### config.mk
export PLATFORM = sky130hd
export DESIGN_NAME = timer_cnt_ctrl
export DESIGN_NICKNAME = d
export VERILOG_FILES = /design/src/rtl/timer_pkg.sv /design/src/rtl/timer_prescaler.sv /design/src/rtl/timer_cnt_ctrl.sv
export SDC_FILE = /design/constraint.sdc
export NUM_CORES = 1
export LEC_CHECK = 0
export ABC_AREA = 1
export BUFFER_PORTS_ARGS = -buffer_cell sky130_fd_sc_hd__buf_2
export CORE_ASPECT_RATIO = 1.5
export CORE_UTILIZATION = 45
export DETAILED_ROUTE_END_ITERATION = 10
export PLACE_DENSITY = 0.71
export SKIP_CTS_REPAIR_TIMING = 1
export SYNTH_ARGS = -nofsm -noshare
export SYNTH_HDL_FRONTEND = slang
export SYNTH_HIERARCHICAL = 1
export SYNTH_SLANG_ARGS = --single-unit
### constraint.sdc
create_clock -name clk -period 8.8 [get_ports clk]
set_clock_uncertainty 0.1 [all_clocks]
set_input_delay 2.2 -clock clk [delete_from_list [all_inputs] [get_ports clk]]
set_output_delay 2.2 -clock clk [all_outputs]
set_load 0.02 [all_outputs]
### src/rtl/timer_pkg.sv
`default_nettype none
// ============================================================================
//  Module      : timer_pkg
//  Description : Shared types and constants for the timer counter controller.
//                Holds the run/halt state type, the prescaler exponent cap
//                and the bit positions of the two 32-bit TDR words inside the
//                64-bit counter.
//  Revision    : 1.0 - initial release
// ============================================================================
package timer_pkg;

  // Run/halt sequencing states of the counter datapath.
  typedef enum logic [1:0] {
    IDLE = 2'd0,
    RUN  = 2'd1,
    HALT = 2'd2
  } cnt_state_t;

  // Largest legal prescaler exponent (divide by 2^8 = 256).
  localparam int DIV_MAX = 8;

  // TDR word-select constants: each data register covers 32 counter bits.
  localparam int TDR_W      = 32;
  localparam int TDR_LO_LSB = 0;   // TDR0 -> cnt_value[31:0]
  localparam int TDR_HI_LSB = 32;  // TDR1 -> cnt_value[63:32]
  localparam int TDR_BYTES  = TDR_W / 8;

endpackage : timer_pkg
`default_nettype wire

### src/rtl/timer_prescaler.sv
`default_nettype none
// ============================================================================
//  Module      : timer_prescaler
//  Description : Free-running prescaler for the timer counter. Produces a
//                tick when its count reaches the limit 2^min(div_val,DIV_MAX)-1
//                (limit 0 when the prescaler is disabled).
//  Ports       : clk, rst_n    - clock, synchronous active-low reset
//                en            - count this cycle
//                clr           - zero the prescaler count (priority over en)
//                div_en        - prescaler enable
//                div_val       - prescaler exponent, clamped to DIV_MAX
//                tick          - combinational tick, valid only while en=1
//  Revision    : 1.0 - initial release
// ============================================================================
module timer_prescaler #(
  parameter int DIV_W   = 4,
  parameter int DIV_MAX = 8
) (
  input  logic             clk,
  input  logic             rst_n,
  input  logic             en,
  input  logic             clr,
  input  logic             div_en,
  input  logic [DIV_W-1:0] div_val,
  output logic             tick
);

  // Count width is chosen so the largest limit 2^DIV_MAX-1 just fits.
  localparam int PRE_W = DIV_MAX;
  localparam logic [DIV_W-1:0] DIV_CAP = DIV_W'(DIV_MAX);

  logic [PRE_W-1:0] pre_cnt;
  logic [DIV_W-1:0] shamt;
  logic [PRE_W:0]   lim_pow;
  logic [PRE_W-1:0] limit;

  always_comb begin
    shamt   = (div_val > DIV_CAP) ? DIV_CAP : div_val;
    lim_pow = (PRE_W+1)'(1) << shamt;
    limit   = div_en ? PRE_W'(lim_pow - (PRE_W+1)'(1)) : '0;
    // ">=" rather than "==" so a limit lowered mid-count still fires
    // instead of letting the count run all the way around.
    tick    = en & (pre_cnt >= limit);
  end

  always_ff @(posedge clk) begin
    if (!rst_n) begin
      pre_cnt <= '0;
    end else if (clr) begin
      pre_cnt <= '0;
    end else if (en) begin
      pre_cnt <= tick ? '0 : pre_cnt + PRE_W'(1);
    end
  end

endmodule : timer_prescaler
`default_nettype wire

### src/rtl/timer_cnt_ctrl.sv
`default_nettype none
// ============================================================================
//  Module      : timer_cnt_ctrl
//  Description : Sequencing controller for the 64-bit APB timer counter.
//                Runs the IDLE/RUN/HALT state machine, the prescaler and the
//                counter update (increment, disable clear, byte-merged TDR
//                software writes).
//  Ports       : clk, rst_n               - clock, synchronous active-low reset
//                timer_en, div_en, div_val- TCR control fields
//                halt_req, dbg_mode       - debug halt request / debug mode
//                tdr0_wr_sel, tdr1_wr_sel - TDR low/high word write strobes
//                wdata, pstrb             - APB write data and byte strobes
//                cnt_value                - current counter value
//                cnt_tick                 - pulse aligned with each increment
//                halt_ack                 - counter is halted
//  Revision    : 1.0 - initial release
// ============================================================================
module timer_cnt_ctrl
  import timer_pkg::*;
#(
  parameter int CNT_W   = 64,
  parameter int DIV_W   = 4,
  parameter int DIV_MAX = 8
) (
  input  logic             clk,
  input  logic             rst_n,
  input  logic             timer_en,
  input  logic             div_en,
  input  logic [DIV_W-1:0] div_val,
  input  logic             halt_req,
  input  logic             dbg_mode,
  input  logic             tdr0_wr_sel,
  input  logic             tdr1_wr_sel,
  input  logic [31:0]      wdata,
  input  logic [3:0]       pstrb,
  output logic [CNT_W-1:0] cnt_value,
  output logic             cnt_tick,
  output logic             halt_ack
);

  cnt_state_t       state;
  logic             timer_en_q;
  logic             halt_c;
  logic             clr;
  logic             tdr_wr;
  logic             pre_en;
  logic             tick;
  logic             inc;
  logic [CNT_W-1:0] cnt_next;

  assign halt_c = halt_req & dbg_mode;
  // Falling edge of timer_en, detected in every state including HALT.
  assign clr    = timer_en_q & ~timer_en;
  assign tdr_wr = tdr0_wr_sel | tdr1_wr_sel;
  // halt_c gates counting directly so the edge on which it rises is frozen.
  assign pre_en = (state == RUN) & ~halt_c;
  // A clear or software write owns the counter for that cycle.
  assign inc    = tick & ~clr & ~tdr_wr;

  timer_prescaler #(
    .DIV_W   (DIV_W),
    .DIV_MAX (DIV_MAX)
  ) u_prescaler (
    .clk     (clk),
    .rst_n   (rst_n),
    .en      (pre_en),
    .clr     (clr | tdr_wr),
    .div_en  (div_en),
    .div_val (div_val),
    .tick    (tick)
  );

  // Run/halt state machine. halt_ack tracks the state being entered so it
  // rises one cycle after halt_c and falls one cycle after it drops.
  always_ff @(posedge clk) begin
    if (!rst_n) begin
      state      <= IDLE;
      timer_en_q <= 1'b0;
      halt_ack   <= 1'b0;
    end else begin
      timer_en_q <= timer_en;
      halt_ack   <= 1'b0;
      case (state)
        IDLE: begin
          if (halt_c) begin
            state    <= HALT;
            halt_ack <= 1'b1;
          end else if (timer_en) begin
            state <= RUN;
          end
        end
        RUN: begin
          if (halt_c) begin
            state    <= HALT;
            halt_ack <= 1'b1;
          end else if (!timer_en) begin
            state <= IDLE;
          end
        end
        HALT: begin
          if (halt_c) begin
            halt_ack <= 1'b1;
          end else if (timer_en) begin
            state <= RUN;
          end else begin
            state <= IDLE;
          end
        end
        default: begin
          state <= IDLE;
        end
      endcase
    end
  end

  // Next counter value: base (cleared or held), then byte-merged writes,
  // then the increment when neither a clear nor a write is present.
  always_comb begin
    cnt_next = clr ? '0 : cnt_value;
    for (int b = 0; b < TDR_BYTES; b++) begin
      if (tdr0_wr_sel && pstrb[b]) begin
        cnt_next[TDR_LO_LSB + 8*b +: 8] = wdata[8*b +: 8];
      end
      if (tdr1_wr_sel && pstrb[b]) begin
        cnt_next[TDR_HI_LSB + 8*b +: 8] = wdata[8*b +: 8];
      end
    end
    if (inc) begin
      cnt_next = cnt_value + CNT_W'(1);
    end
  end

  always_ff @(posedge clk) begin
    if (!rst_n) begin
      cnt_value <= '0;
      cnt_tick  <= 1'b0;
    end else begin
      cnt_value <= cnt_next;
      cnt_tick  <= inc;
    end
  end

endmodule : timer_cnt_ctrl
`default_nettype wire

==> run_results.csv <==
group,metric,value,unit
timing,fmax,0.1836,GHz
floorplanning,io_pins,114,
floorplanning,fp.dieArea,13710,um2
floorplanning,initial_core_util,45.97,%
floorplanning,rows,51,
grt,grt_util_all_layers,33.99,%
detailed_routing,ant_nets,0,
layout,layout_common_cells,"nand2_1, inv_1, buf_2, nor2_1, nand3_1",
grt,grt_pass1_vias,6491,
grt,grt_pass1_wl,34.26,mm
timing,period_minus_slack,5.445,ns
placed_design,io_buffers,113,
detailed_routing,vias,7034,
detailed_routing,wl_per_cell,17.81,um
yosys,ys_top_cells_by_area,"dfxtp_1, nand2_1, nand3_1",
detailed_routing,wl,22.67,mm
yosys,synth_top_area_cell,"dfxtp_1",
timing,fin_setup_tns,0,ns
placed_design,dp.cells,1257,
detailed_routing,viasPerCell,5.526,
placed_design,dp_hpwl,17.83,mm
layout,nets,1168,
cts,cts_htree_levels,3,
grt,grt_max_degree,45,
cts,clk_latency,0.35,ns
setup_path,crit_type,"input port to flip-flop",
yosys,yosysWarnings,6,
detailed_routing,drt-initial-drc-count,422,
floorplanning,design.core.area,12950,um2
pwr,powerDensity,137.1,nW/um2
hold_path,hold_path.class,"flip-flop to flip-flop",
yosys,yosys.area.top_type_share,25.89,%
yosys,syn_nets,1056,
layout,synthToLayoutAreaGrowth,17.55,%
yosys,ys_ff_latch,77,
detailed_routing,drt_first_pass_iters,5,
pwr,irDropWorstVdd,0.0001012,V
pwr,cellLeakagePower,3.137,nW
yosys,synth_xor_area_share,1.765,%
cts,cts-buffers-inserted,9,
cts,clock_sinks,77,
layout,final_cells,1273,
yosys,yosys.area_share.adder,2.311,%
cts,clockBufferDepth,2,
hold_path,worstHoldStart,"cnt_value[1]",
run_status,status,"completed",
yosys,synth_top_family_by_area,"simple AND/OR/NAND/NOR gates",
setup_path,cp-startpoint,"div_val[3]",
setup_path,cp_data_arrival_time,5.60,ns
job,cap_violations,0,
grt,grt.busiest_layer,"met2",
timing,relSlewSlack,56.08,%
yosys,synth-simple-area-share,46.71,%
layout,diodes,0,
cts,cts_tree,"done",
timing,slew_viol_final,0,
cts,clkTransAtPathRegs,0.07,ns
yosys,yosysUniqueCellTypes,45,
layout,final_common_cell,"nand2_1",
yosys,synth_compound_area_share,12.80,%
yosys,synth_seq_area_share,25.89,%
timing,worst_pin_slew,0.6563,ns
grt,met2_usage,59.06,%
timing,hold_ws,0.4192,ns
placed_design,routabilityCongestion,0.9849,
setup_path,cp_max_fo,20,
yosys,syn_avg_cell_area,5.972,um2
timing,min_period_over_period,61.88,%
setup_path,worst_setup_path_start_kind,"input port",
layout,drive_gt1_share,16.70,%
setup_path,end_kind,"flip-flop",
grt,grtUsageMet3,5.005,%
setup_path,required,8.95,ns
floorplanning,die_y,142.9,um
timing,rsz0062_at_grt,"no",
yosys,syn_area,5954,um2
grt,grt_use_met1,37.63,%
setup_path,r2r_start,"u_prescaler/pre_cnt[0]",
yosys,synthCells,997,
timing,setup_viol,0,
timing,finalHoldViolations,0,
yosys,muxShareOfSynthArea,0.1681,%
grt,grt_antenna_before_repair,0,
detailed_routing,drc,0,
grt,overflow,0,
floorplanning,die_w,95.92,um
cts,clockRootBuffer,"clkbuf_16",
-- layout make-up --
cell class,instances,area [um2]
clock buffer,11,242.7
clock inverter,5,106.4
fill,1435,5954
inverter,140,525.5
multi-input combinational,765,3796
sequential,77,1541
tap,159,198.9
timing repair buffer,116,588.1
-- critical path, cell delays in order --
cell and delay [ns]:
buf_2 0.12, nor2_1 0.13, inv_1 0.07, nor2_1 0.13, nand2_1 0.07, ha_1 0.28, or2_2 0.30, ha_1 0.29
nand2_1 0.08, nand3_1 0.08, nand2_1 0.06, nand2_1 0.04, nand2_1 0.05, nand2_1 0.04, nand2_1 0.06, inv_1 0.08
nand3_1 0.09, buf_4 0.30, clkinv_1 0.59, o21ai_0 0.34, o21ai_1 0.08, nand2_1 0.05, inv_1 0.04
-- cells by family after synthesis --
group	count (synthesis)
AND/OR/NAND/NOR	606
buffers and inverters	155
AO/OA/AOI/OAI	135
flip-flops	77
XOR/XNOR	12
adder cells (fa/ha/maj)	11
multiplexers	1
-- state kept, by name (all words and copies together) (netlist names) --
name,cells
state,2
u_prescaler/pre_cnt,8
cnt_value,64
halt_ack,1
timer_en_q,1
cnt_tick,1
-- stage by stage --
step                      total power [W]  setup slack (ns)  instance area [um2]  util, %
after floorplan                 0.0004628             4.049                 5954        -
after global placement          0.0005138             3.059                 6650    51.34
after detailed placement        0.0005144             2.979                 6650    51.34
after CTS                       0.0009590             3.348                 6999    54.03
after global routing            0.0009934             2.962                 6999    54.03
final                           0.0009598             3.355                 6999    54.03
-- cell usage after synthesis, drive strengths merged --
master / instances
o21bai: 1
o21ai: 60
a31oi: 12
nor3b: 1
o221ai: 2
a21boi: 1
o211ai: 5
nand4: 20
o21a: 1
nand3b: 5
nor3: 13
a21o: 3
ha: 11
mux2i: 1
clkbuf: 7
buf: 8
xor2: 9
nand3: 107
and3: 1
xnor2: 3
nor2: 135
a21oi: 34
or2: 2
o22ai: 14
clkinv: 3
and2: 2
inv: 137
nand2: 320
a22oi: 2
dfxtp: 77
-- routing by layer --
layer / up-vias / part of all wire, %
met1: 3221 / 38
li1: 3450 / -
met2: 274 / 49
met5: - / 0
met4: 0 / 7.2
met3: 89 / 6.0
-- worst paths after layout --
path / to / slack [ns] / depth (start not counted)
max: cnt_value[13] / 3.35 / 23
min: cnt_value[1] / 0.42 / 2
max reg2reg: cnt_value[13] / 5.79 / 17
min reg2reg: cnt_value[1] / 0.42 / 2
-- power breakdown --
group	internal (W)	leakage (nW)	switching (W)
sequential	0.000363	0.629	0.0000213
combinational	0.0000414	2.34	0.0000828
clock	0.000286	0.166	0.000165
total	0.000691	3.14	0.000269
(Power assumes the default switching activity.)
